File: config.mk
export PLATFORM = sky130hd
export DESIGN_NAME = regfile_ctrl
export DESIGN_NICKNAME = d
export VERILOG_FILES = /design/src/rtl/regfile_ctrl.sv
export SDC_FILE = /design/constraint.sdc
export NUM_CORES = 1
export LEC_CHECK = 0
export ABC_AREA = 0
export CAP_MARGIN = 20
export CORE_UTILIZATION = 47
export DETAILED_ROUTE_END_ITERATION = 6
export DONT_BUFFER_PORTS = 1
export SYNTH_ARGS = -nofsm -noshare
export SYNTH_HDL_FRONTEND = slang
export SYNTH_SLANG_ARGS = --single-unit
File: constraint.sdc
create_clock -name clk -period 3.9 [get_ports clk]
set_input_delay 0.195 -clock clk [delete_from_list [all_inputs] [get_ports clk]]
set_output_delay 0.195 -clock clk [all_outputs]
set_load 0.02 [all_outputs]
File: src/rtl/regfile_ctrl.sv
// Sequencing controller between a host command port and a 3-port register file.
// Handles single-cycle writes, two-cycle reads with a held response, and zero sweeps.
module regfile_ctrl #(
  parameter int CLEAR_ON_RESET = 1
) (
  input  logic        clk,
  input  logic        rst_n,
  input  logic        cmd_valid,
  output logic        cmd_ready,
  input  logic        cmd_write,
  input  logic [4:0]  cmd_addr_a,
  input  logic [4:0]  cmd_addr_b,
  input  logic [31:0] cmd_wdata,
  input  logic        clear_req,
  output logic        rsp_valid,
  input  logic        rsp_ready,
  output logic [31:0] rsp_data_a,
  output logic [31:0] rsp_data_b,
  output logic        busy,
  output logic        rf_we3,
  output logic [4:0]  rf_a1,
  output logic [4:0]  rf_a2,
  output logic [4:0]  rf_a3,
  output logic [31:0] rf_wd3,
  input  logic [31:0] rf_rd1,
  input  logic [31:0] rf_rd2
);

  typedef enum logic [2:0] {CLEAR, IDLE, WRITE, READ, RESP} stateT;

  stateT      state;
  logic       idleReady;
  logic       clearPending;
  logic [4:0] sweepCnt;

  // A same-cycle clear request wins over a command, so it masks readiness directly.
  assign cmd_ready = idleReady & ~clear_req;
  assign busy      = (state != IDLE);

  always_ff @(posedge clk or negedge rst_n) begin
    if (!rst_n) begin
      state        <= (CLEAR_ON_RESET != 0) ? CLEAR : IDLE;
      rf_we3       <= 1'b0;
      rf_a1        <= 5'd0;
      rf_a2        <= 5'd0;
      rf_a3        <= 5'd0;
      rf_wd3       <= 32'd0;
      rsp_valid    <= 1'b0;
      rsp_data_a   <= 32'd0;
      rsp_data_b   <= 32'd0;
      idleReady    <= 1'b0;
      clearPending <= 1'b0;
      sweepCnt     <= 5'd1;
    end else begin
      rf_we3 <= 1'b0;
      if (clear_req && state != CLEAR) begin
        clearPending <= 1'b1;
      end
      case (state)
        CLEAR: begin
          if (rf_we3 && rf_a3 == 5'd31) begin
            state     <= IDLE;
            idleReady <= 1'b1;
          end else begin
            rf_we3   <= 1'b1;
            rf_a3    <= sweepCnt;
            rf_wd3   <= 32'd0;
            sweepCnt <= sweepCnt + 5'd1;
          end
        end
        IDLE: begin
          // Entering a sweep writes address 1 straight away so it lasts 31 cycles.
          if (clearPending || clear_req) begin
            state        <= CLEAR;
            clearPending <= 1'b0;
            idleReady    <= 1'b0;
            rf_we3       <= 1'b1;
            rf_a3        <= 5'd1;
            rf_wd3       <= 32'd0;
            sweepCnt     <= 5'd2;
          end else if (cmd_valid && idleReady) begin
            idleReady <= 1'b0;
            if (cmd_write) begin
              state  <= WRITE;
              rf_we3 <= 1'b1;
              rf_a3  <= cmd_addr_a;
              rf_wd3 <= cmd_wdata;
            end else begin
              state <= READ;
              rf_a1 <= cmd_addr_a;
              rf_a2 <= cmd_addr_b;
            end
          end else begin
            idleReady <= 1'b1;
          end
        end
        WRITE: begin
          state     <= IDLE;
          idleReady <= ~(clearPending | clear_req);
        end
        READ: begin
          rsp_data_a <= rf_rd1;
          rsp_data_b <= rf_rd2;
          rsp_valid  <= 1'b1;
          state      <= RESP;
        end
        RESP: begin
          if (rsp_ready) begin
            rsp_valid <= 1'b0;
            state     <= IDLE;
            idleReady <= ~(clearPending | clear_req);
          end
        end
        default: begin
          state <= IDLE;
        end
      endcase
    end
  end

endmodule

==> results.ini, run 1 <==
[floorplanning]
row_count = 37
floorplan.die.height_um = 107
top_level_ports = 227
initial_core_util_pct = 49.1
chipWidth_um = 107

[synthesis]
ys_seq_area_share_pct = 60.0
most_instantiated_cells_after_synthesis = 122 x dfrtp_1, 67 x mux2_2, 47 x nand2_1, 35 x inv_1, 32 x mux2i_1
synth_cells = 397
synth_edf_count = 0
postSynthNetCount = 510
synth.most_common_cell = dfrtp_1
dominantRegCellSynth = dfrtp_1
synth_async_sr_flop_share_pct = 100
syn-cell-area_um2 = 5130
yosys_register_bits = 123
syn_avg_cell_area_um2 = 12.9
synthDistinctLibCells = 39
synth_top_area_share_pct = 59.5
synth_top_cell_by_area = dfrtp_1
yosys-top-cells-area = dfrtp_1 59%, mux2_2 15%, mux2i_1 6.2%, nand2_1 3.4%, inv_1 2.6%
ys.warnings.count = 0

[cts]
clock-sinks = 123
max-clock-path-buffers = 2
ctsRootBufferMaster = clkbuf_8
cts_made_buffers = 17
ctsHtreeMaxLevel = 4
cts_hold_buf = 111
cts_repair_resize_count = 0
post-cts-setup-buffer-count = 0

[status]
status = stopped before the end
failing_step = clock tree synthesis (4_1_cts)
flow.first_error = [ERROR RSZ-0060] Max buffer count reached.

[place]
hpwlAfterDp_um = 7150
gp_routability_congestion = 0.784
place.port_buffers = 0

metrics by stage:
step	setup slack (ns)	std cells	area, um^2
after floorplan	2.08	397	5130
after global placement	1.35	517	5200
after detailed placement	1.23	517	5200
kinds of logic after synthesis:
logic type | count (synthesis) | share of synthesized area, %
flops | 123 | 60.0
mux | 112 | 24.1
simple gates | 87 | 7.99
buf+inv | 57 | 5.63
compound gates | 17 | 2.02
fa+ha+maj | 1 | 0.244
==> inputs of run 2 (changes only) <==
--- a/config.mk
+++ b/config.mk
@@ -7,9 +7,10 @@
 export LEC_CHECK = 0
 export ABC_AREA = 0
 export CAP_MARGIN = 20
-export CORE_UTILIZATION = 47
+export CORE_UTILIZATION = 32
 export DETAILED_ROUTE_END_ITERATION = 6
 export DONT_BUFFER_PORTS = 1
+export PLACE_DENSITY_LB_ADDON = 0.15
 export SYNTH_ARGS = -nofsm -noshare
 export SYNTH_HDL_FRONTEND = slang
 export SYNTH_SLANG_ARGS = --single-unit
==> results.ini, run 2 <==
[cells_and_area]
largest_registers = rf_wd3: 32 flops, rsp_data_a: 32 flops, rsp_data_b: 32 flops
layout_common_cells = 122 x dfrtp_1, 110 x dlygate4sd3_1, 67 x mux2_2
layout_commonest_cell = dfrtp_1
layout-area-overhead-vs-synth_pct = 36.8
final_layout_size_suffix_gt1_share_pct = 22.1
n_antenna_cell = 0
layout.nets = 624

[critical_path]
timing.critical_path.from_type = flop
timing_worst_setup_path_type = flop to flop
critical_path_required_time_ns = 4.22
r2r_start = state[0]
timing.reg2reg.setup_slack_ns = 1.14
register_to_register_path_depth = 5
critPathCaptureType = flop
crit-reg2reg-capture = rf_wd3[29]
critPathMaxFanout = 30
critPathArrivalTime_ns = 3.08

[routing]
ant_nets = 0
drtIter0Drc = 113
finalWirelength_um = 12100
detail_route.drc_violations = 0
post_drt_wl_per_cell_um = 16.4
drt_pre_antenna_iters = 4
route.vias.total = 3381
vias_per_cell = 4.60

[worst_hold_path]
min_path_type = primary input to flop
hold_path.startpoint = cmd_addr_a[4]
hold_path_end = rf_a3[4]
whs_path_depth = 3

[pwr]
switching_share_pct = 28.1
seqPwrFrac_pct = 45.1
design_power_total_mw = 3.80
cellPowerDensity_nw_per_um2 = 541
cell_internal_pwr_mw = 2.73
power.ir.vdd_worst_uv = 272
relative_contribution_of_combinational_cells_to_total_power_pct = 13.2
total_leakage_power_nw = 2.96
p_sw_mw = 1.07
pwr-share-clk_pct = 41.7

[job]
cap_viol_max_count = 0

[floorplanning]
row_count = 45  ; +22%
top_level_ports = 227  ; unchanged
chipWidth_um = 129  ; +21%
die_area_um2 = 16600
coreArea_um2 = 15400
initial_core_util_pct = 33.3  ; -16 points
floorplan.die.height_um = 129  ; +21%

[status]
status = completed

[global_routing]
globalRouteOverflowTotal = 0
grt_antenna_before_repair = 0
grt_usage_pct = 15.2
wire_length_of_the_first_global_routing_pass_um = 18900
first_global_vias = 3679
grt_start_max_net_pins = 124

[place]
gp_routability_congestion = 0.734  ; -6.4%
hpwlAfterDp_um = 7640  ; +6.9%
place.port_buffers = 0  ; unchanged

[cts]
worst_setup_hold_path_clk_slew_ns = 0.06
tritoncts = built
ctsRootBufferMaster = clkbuf_16
clock_latency_ns = 0.41
cts_repair_resize_count = 0  ; unchanged
clock-sinks = 123  ; unchanged
ctsHtreeMaxLevel = 4  ; unchanged
cts_made_buffers = 17  ; unchanged
max-clock-path-buffers = 2  ; unchanged

[synthesis]
yosys-top-cells-area = dfrtp_1 59%, mux2_2 15%, mux2i_1 6.2%, nand2_1 3.4%, inv_1 2.6%
post_synth_mux_area_share_pct = 24.1  ; unchanged
most_instantiated_cells_after_synthesis = 122 x dfrtp_1, 67 x mux2_2, 47 x nand2_1, 35 x inv_1, 32 x mux2i_1
synth.most_common_cell = dfrtp_1
synth_adder_area_share_pct = 0.244  ; unchanged
syn-cell-area_um2 = 5130  ; unchanged
postSynthNetCount = 510  ; unchanged
ys_seq_area_share_pct = 60.0  ; unchanged
ys.warnings.count = 0  ; unchanged
yosys.area_share.simple_pct = 7.99  ; unchanged
synthDistinctLibCells = 39  ; unchanged
synth_edf_count = 0  ; unchanged
yosys_register_bits = 123  ; unchanged
dominantRegCellSynth = dfrtp_1
synth_top_area_share_pct = 59.5  ; unchanged
synth_top_cell_by_area = dfrtp_1
synth_compound_gate_area_share_pct = 2.02  ; unchanged
combinational_family_with_the_most_area_after_synthesis = multiplexers
synth_cells = 397  ; unchanged
post_synth_xor_area_fraction_pct = 0  ; unchanged
synth_async_sr_flop_share_pct = 100  ; unchanged
syn_avg_cell_area_um2 = 12.9  ; unchanged

[timing]
grt_setup_unrepaired = false
final_worst_path_cycle_share_pct = 70.8
timing.setup.tns_ns = 0
tightestPinTransition_ns = 0.917
fin_max_slew_vios = 0
hold_ws_ns = 0.0765
final.min_clock_period_ns = 2.76
clock_skew_ns = 0.00686
hold_violations = 0
peak_freq_mhz = 362
max_slew_margin_pct = 38.9
finalSetupViolCount = 0

run 2: worst max-delay path by stage:
stage | to | start | cells after the start
2_1_floorplan | rf_a3[0] | clearPending | 6
6_report | rf_wd3[29] | state[0] | 5
4_1_cts | rf_wd3[30] | state[0] | 5
5_1_grt | rf_wd3[29] | state[0] | 5
3_3_place_gp | rf_wd3[20] | state[0] | 5
3_5_place_dp | rf_wd3[30] | state[0] | 5
run 2: layer usage:
| layer | part of all wire, % | vias up | routed length (um) | GRT usage, % |
|---|---|---|---|---|
| li1 | - | 1563 | - | - |
| met1 | 39 | 1642 | 4690 | 16.9 |
| met2 | 49 | 152 | 5960 | 25.1 |
| met3 | 8.7 | 24 | 1050 | 5.99 |
| met4 | 3.2 | 0 | 391 | 8.51 |
| met5 | 0 | - | 0 | 0 |
run 2: what timing repair did:
action                     4_1_cts  5_1_grt
hold endpoints to repair       233        0
buffers inserted                 0        0
hold buffers                   111        0
setup endpoints to repair        0        0
run 2: logic make-up after synthesis:
kind of cell	count (synthesis)
and+or+nand+nor	87
AOI/OAI and AO/OA	17
adders and majority gates	1
muxes	112
buffers and inverters	57
DFF	123
run 2: worst max-delay path, stage by stage, from the launching register on:
cell and delay, ns:
dfrtp_1 0.56, or3b_1 0.44, a31oi_1 0.28, or3_2 0.78, buf_4 0.34, mux2i_1 0.23
run 2: layout make-up:
cell class                 count  area [um^2]
inverter                      36          135
clock buffer                  22          494
multi-input combinational    217         1770
timing repair buffer         116         1170
clock inverter                10          114
tap                          211          264
fill                        1411         8400
sequential                   123         3080
run 2: power by group through the flow:
stage / clock network [mW] / registers, mW / logic [mW]
floorplan: 0 / 1.68 / 0.356
global placement: 0 / 1.73 / 0.380
detailed placement: 0 / 1.73 / 0.392
CTS: 1.63 / 1.71 / 0.510
global route: 1.69 / 1.73 / 0.566
finish: 1.58 / 1.71 / 0.503
run 2: metrics by stage:
stage | std cells | worst slack [ns] | instance area (um^2) | util [%]
floorplan | 397 | 2.08 | 5130 | -
global placement | 592 | 1.31 | 5290 | 34.3
detailed placement | 592 | 1.17 | 5290 | 34.3
CTS | 735 | 1.14 | 7030 | 45.5
global route | 735 | 0.917 | 7030 | 45.5
finish | 735 | 1.14 | 7030 | 45.5
No activity file was read; power rests on OpenSTA's default activity.
